**src/rtl/pass_gate_pipe.sv**
```systemverilog
// Registered bitwise two-input gate array with per-transfer function select and valid/ready output.
// Optional non-zero result counter is built when PASS_GATE_CNT_EN is defined.

module pass_gate_lane (
    input  logic [2:0] mode,
    input  logic       x,
    input  logic       y,
    output logic       f
);
    always_comb begin
        f = 1'b0;
        case (mode)
            3'd0: f = ~x & y;
            3'd1: f = x & y;
            3'd2: f = x | y;
            3'd3: f = x ^ y;
            3'd4: f = ~(x & y);
            3'd5: f = ~(x | y);
            3'd6: f = ~(x ^ y);
            3'd7: f = x & ~y;
            default: f = 1'b0;
        endcase
    end
endmodule

module pass_gate_pipe #(
    parameter int WIDTH = 8,
    parameter int CNT_W = 8
) (
    input  logic             clk,
    input  logic             rst_n,
    input  logic             in_valid,
    output logic             in_ready,
    input  logic [WIDTH-1:0] x,
    input  logic [WIDTH-1:0] y,
    input  logic [2:0]       mode,
    output logic             out_valid,
    input  logic             out_ready,
    output logic [WIDTH-1:0] f,
    output logic             f_any,
    input  logic             clr_cnt,
    output logic [CNT_W-1:0] pass_cnt
);
    logic [WIDTH-1:0] op_res;
    logic             accept, xfer;
    logic             out_valid_q, out_valid_d;
    logic [WIDTH-1:0] f_q, f_d;
    logic             f_any_q, f_any_d;

    for (genvar i = 0; i < WIDTH; i++) begin : g_lane
        pass_gate_lane u_lane (
            .mode (mode),
            .x    (x[i]),
            .y    (y[i]),
            .f    (op_res[i])
        );
    end

    // A held result frees the slot in the same cycle it is taken downstream.
    assign in_ready = ~out_valid_q | out_ready;
    assign accept   = in_valid & in_ready;
    assign xfer     = out_valid_q & out_ready;

    always_comb begin
        out_valid_d = out_valid_q;
        f_d         = f_q;
        f_any_d     = f_any_q;
        if (accept) begin
            out_valid_d = 1'b1;
            f_d         = op_res;
            f_any_d     = |op_res;
        end else if (xfer) begin
            out_valid_d = 1'b0;
        end
    end

    always_ff @(posedge clk or negedge rst_n) begin
        if (!rst_n) begin
            out_valid_q <= 1'b0;
            f_q         <= '0;
            f_any_q     <= 1'b0;
        end else begin
            out_valid_q <= out_valid_d;
            f_q         <= f_d;
            f_any_q     <= f_any_d;
        end
    end

    assign out_valid = out_valid_q;
    assign f         = f_q;
    assign f_any     = f_any_q;

`ifdef PASS_GATE_CNT_EN
    logic [CNT_W-1:0] pass_cnt_q, pass_cnt_d;

    // Clear wins over a counting transfer; count sticks at all-ones.
    always_comb begin
        pass_cnt_d = pass_cnt_q;
        if (clr_cnt)
            pass_cnt_d = '0;
        else if (xfer && f_any_q && (pass_cnt_q != {CNT_W{1'b1}}))
            pass_cnt_d = pass_cnt_q + CNT_W'(1);
    end

    always_ff @(posedge clk or negedge rst_n) begin
        if (!rst_n) pass_cnt_q <= '0;
        else        pass_cnt_q <= pass_cnt_d;
    end

    assign pass_cnt = pass_cnt_q;
`else
    logic unused_clr;
    assign unused_clr = clr_cnt;
    assign pass_cnt   = '0;
`endif
endmodule

```
**config.mk**
```make
export PLATFORM = sky130hd
export DESIGN_NAME = pass_gate_pipe
export DESIGN_NICKNAME = d
export VERILOG_FILES = /design/src/rtl/pass_gate_pipe.sv
export SDC_FILE = /design/constraint.sdc
export NUM_CORES = 1
export LEC_CHECK = 0
export CAP_MARGIN = 20
export CORE_AREA = 2 2 57 59
export DETAILED_ROUTE_END_ITERATION = 10
export DIE_AREA = 0 0 59 61
export PLACE_DENSITY = 0.85
export SLEW_MARGIN = 30
export SYNTH_ARGS = -nofsm -noshare
export SYNTH_HDL_FRONTEND = slang
export SYNTH_SLANG_ARGS = --single-unit
```
**constraint.sdc**
```tcl
create_clock -name clk -period 2.01 [get_ports clk]
set_input_delay 0.201 -clock clk [delete_from_list [all_inputs] [get_ports clk]]
set_output_delay 0.201 -clock clk [all_outputs]
set_load 0.005 [all_outputs]
```
Yosys cells after proc, flatten, opt, wreduce, memory -nomap -nowiden
Cells that the tools add are included.

storage, ports and cells
  bits in registers = 10
  input port bits = 24
  word-level logic and storage cells = 107

operators by class
  eq/ne operators = 7
  mux-type cells = 10
  bitwise operators = 84
  reductions and logical operators = 3

operator list
  cell                number
  $pmux 1 s8          8
  $not 1->1           41
  $and 1x1->1         26
  $eq 3x3->1 const B  4
  $or 1x1->1          9
  $reduce_or 8->1     1
  $xor 1x1->1         8
  $eq 3x2->1 const B  2
  $eq 3x1->1 const B  1
  $logic_not 3->1     1
  $mux 1              2
  $reduce_bool 2->1   1

Logic depth before layout (Yosys ltp)
  word-level depth = 4
  depth in mapped cells = 8
  mapped depth without buffers = 8

Hierarchy
From an unflattened synthesis, not the netlist that was laid out.

second synthesis, totals
  cells, all modules = 202
  area, all modules = 1614.0 um2

modules (own cells, without submodules)
  module          times used  cells an instance  area each (um2)  seq. area each (um2)
  pass_gate_lane  8           21                 140.1            0.0
  pass_gate_pipe  1           34                 493.0            250.2

Least setup slack after synthesis
OpenSTA, ideal clock, no wires.

  path type = input -> register
  from = input y[2]
  to = register f_any_q, in the netlist f_any
  library setup time = 0.128 ns
  arrival time = 1.405 ns
  data required time = 1.882 ns
  slack = 0.478 ns
  stages = 8
  path buffers = 0
  cell sequence = inv_1 -> ha_1 -> mux2i_1 -> mux2_2 -> o211ai_1 -> o22ai_1 -> a21oi_1 -> a31oi_1

on the way
  longest elaborated chain between the ends = 4
  elaborated cells between the ends (all ways) = 11
  those cells by class = mux (1); bitwise (9); reduce/logical (1)

ends and longest elaborated chain
  what                                       line  source
  from (decl)                                35    input logic [WIDTH-1:0] y,
  $not 1->1, or another cell as far along    20    3'd7: f = x & ~y;
  $and 1x1->1, or another cell as far along  20
  $pmux 1 s8 *                               12    case (mode)
  $reduce_or 8->1 *                          71    f_any_d = |op_res;
  to (signal assigned)                       85    f_any_q <= f_any_d;
  to (decl)                                  48    logic f_any_q, f_any_d;

Mark *: on every way between the ends. The rest lies on a longest branch, timed or not.
A chain may end at the register's enable or synchronous reset.

Final worst setup path
  from = input y[6]
  to = register f_any_q, in the netlist f_any

The elaborated chain is that of the path after synthesis.

==> metrics.md <==
| Metric | Value |
|---|---|
| Post-CTS setup buffer count | 0 |
| FMAX | 528 MHz |
| Die Ht | 61 um |
| Post-layout min period | 1.89 ns |
| Share of the synthesized area in the top cell type | 26.9% |
| Internal | 0.000534 W |
| Max cap viols | 0 |
| Final hold slack | 0.248 ns |
| RR Endpoint | f_any |
| Worst skew pair latency | 0.26 ns |
| Fin crit share | 94.3% |
| Routability cong. | 0.833 |
| Critical path's largest stage delay | 0.47 ns |
| HP Class | input pin to asynchronous set/reset pin |
| Clk slew on worst S/H paths | 0.06 ns |
| Total power | 0.000783 W |
| Detailed placement HPWL | 2680 um |
| Routed wl met2 | 1500 um |
| CP Launch Type | input pin |
| First-pass GRT wire length | 5020 um |
| Synthesized flop and latch total | 10 |
| Syn_area_per_cell | 8.09 um2 |
| H-tree depth | 1 |
| Vias in the first global route | 1,291 |
| Antenna viol nets, final | 0 |
| Clock power frac | 16.5% |
| Layout Area Growth over Synthesis | 41.0% |
| Worst Setup End Kind | register |
| RSZ-0062 raised after global routing | no |
| Slew Viols, Final | 0 |
| Initial DRT Pass Iterations | 5 |
| Pin count of the biggest net entering global routing | 15 |
| Sequential power share | 31.4% |
| CTS resizes | 0 |
| CTS tree | yes |
| Chip width | 59 um |
| Final Hold Fails | 0 |
| Area of the mapped netlist | 1490 um2 |
| Total CTS buffers | 3 |
| CP Cell Sequence | clkdlybuf4s50_1, inv_1, ha_1, nand2_1, o21ai_0, a221o_1, a21oi_1, and3_1, a31oi_1 |
| Met3 WL | 182 um |
| Final nets | 307 |
| ANT cells | 0 |
| Initial Utilization | 50.4% |
| DRT Wirelength | 3070 um |
| Switching share of total power | 31.8% |
| Outcome | finished, final reports clean |
| # DRC | 0 |
| Buffers on Ports | 33 |
| Vias | 1,442 |
| GRT Util Overall | 17.4% |
| WL per Instance | 10.9 um |
| # IOs | 43 |
| WL met1 | 1390 um |
| Row cnt | 20 |
| Worst EP required | 2.15 ns |
| Area contributors post-synth | ha_1, dfrtp_1, mux2i_1 |
| Post-cts hold buffer count | 0 |
| Die area | 3600 um2 |
| Gate power share | 52.1% |
| Pwr Density | 373 nW/um2 |
| Worst path slowest cell | clkdlybuf4s50_1 |
| Clock Tree Root | clkbuf_4 |
| Vias per cell | 5.11 |
| YS warnings | 0 |
| Yosys cell types | 32 |
| Arr. time, crit path | 2.03 ns |
| Uppermost layer routed | met3 |
| Syn Inst Count | 184 |
| Antenna violations before repair | 0 |
| Iter 0 DRT Violations | 36 |
| Sink Count | 10 |
| Critical Setup Path Class | input pin to register |
| Register-to-register setup slack | 0.62 ns |
| Worst r2r path cells | 5 |
| Post-Route Skew | 0.00196 ns |
| Sequential area share after synthesis | 16.8% |
| Layout cells sized above 1 | 19.3% |
| Post-synth top area cell | ha_1 |
| CP max FO | 4 |
| Leakage | 1.08 nW |
| CORE AREA | 2950 um2 |
| Final setup fails | 0 |
| Congestion Overflow GR | 0 |
| Fillers | 219 |
| Reg2reg start | out_valid |
| Maximum clock path buffer count | 2 |
| Psw | 0.000249 W |
| Setup TNS Final | 0 ns |
| IR drop worst, VDD | 0.000145 V |
-- state kept, by name (all words and copies together) (netlist names) --
register	count
f_any	1
f	8
out_valid	1
-- cell families (layout without fill, tap and decap cells) --
logic type | after synthesis | in the layout | share of synthesized area [%]
other | 1 | 8 | 0.252
AOI/OAI and AO/OA | 39 | 39 | 16.7
and+or+nand+nor | 49 | 49 | 15.7
muxes | 14 | 14 | 10.5
buffers and inverters | 39 | 97 | 13.1
DFF | 10 | 10 | 16.8
adders and majority gates | 32 | 32 | 26.9
-- final cells by class --
cell class                 instances  area [um2]  area share, %
clock buffer                       3        22.5           1.07
inverter                          21        78.8           3.76
multi-input combinational        142        1070           51.1
sequential                        10         250           11.9
tap                               33        41.3           1.97
timing repair buffer              73         633           30.2
-- worst max-delay path by stage --
| stage | startpoint | to | slack (ns) | cells after the start |
|---|---|---|---|---|
| after CTS | y[2] | f_any | 0.08 | 9 |
| after floorplan | y[2] | f_any | 0.48 | 8 |
| final | y[6] | f_any | 0.12 | 9 |
| after detailed placement | y[2] | f_any | -0.19 | 9 |
| after global routing | x[1] | f_any | 0.006 | 9 |
| after global placement | y[2] | f_any | -0.15 | 9 |
-- layer usage --
layer | track usage, % | vias up
li1 | - | 754
met1 | 21.5 | 638
met2 | 33.8 | 50
met3 | 1.28 | 0
met4 | 2.27 | 0
met5 | 0 | -
-- synth_stat cells --
cell type	instances
ha_1	32
inv_1	20
nand2_1	14
nor2_1	12
buf_4	11
dfrtp_1	10
mux2i_1	10
a21oi_1	9
o21ai_0	9
buf_2	6
nand3_1	6
a211oi_1	5
nand2b_1	5
o211ai_1	5
a31oi_1	4
and3_1	3
mux2_2	3
nor3_1	3
nor4_1	3
o31ai_1	2
a221o_1	1
a221oi_1	1
a2bb2oi_1	1
clkbuf_1	1
conb_1	1
inv_2	1
mux4_2	1
nand3b_1	1
nor3b_1	1
o221ai_1	1
o22ai_1	1
or2b_1	1
-- power by group through the flow --
| stage | clock, W | combinational, W | sequential [W] |
|---|---|---|---|
| floorplan | 0 | 0.000199 | 0.000252 |
| global placement | 0 | 0.000393 | 0.000248 |
| detailed placement | 0 | 0.000407 | 0.000251 |
| CTS | 0.000129 | 0.000409 | 0.000247 |
| global route | 0.000139 | 0.000454 | 0.000249 |
| finish | 0.000129 | 0.000408 | 0.000246 |
-- cell usage in the layout, fill, tap and decap left out, types with 2 or more instances in the layout --
cell	synthesis	layout
inv_1	20	20
o31ai_1	2	2
mux2i_1	10	10
o211ai_1	5	5
nor4_1	3	3
nor2_1	12	12
buf_4	11	40
o21ai_0	9	9
nand2_1	14	14
a21oi_1	9	9
clkbuf_4	0	3
dfrtp_1	10	10
a31oi_1	4	4
nand3_1	6	6
mux2_2	3	2
ha_1	32	32
nor3_1	3	3
and3_1	3	3
conb_1	1	8
clkdlybuf4s50_1	0	32
a211oi_1	5	5
nand2b_1	5	5
-- critical path: cells and delay by family --
family	cells	cell delay, ns
AO/OA/AOI/OAI	4	0.73
adder cells (fa/ha/maj)	1	0.33
AND/OR/NAND/NOR	2	0.25
buffers and inverters	2	0.53
-- per-stage QoR --
step / instances / setup slack [ns] / util [%] / cell area, um2
floorplan: 191 / 0.478 / - / 1510
global placement: 279 / -0.151 / 70.1 / 2070
detailed placement: 279 / -0.191 / 70.1 / 2070
CTS: 282 / 0.0794 / 70.8 / 2090
global route: 282 / 0.00581 / 71.1 / 2100
finish: 282 / 0.115 / 71.1 / 2100
Note: power is estimated with default switching activity, not from simulation.
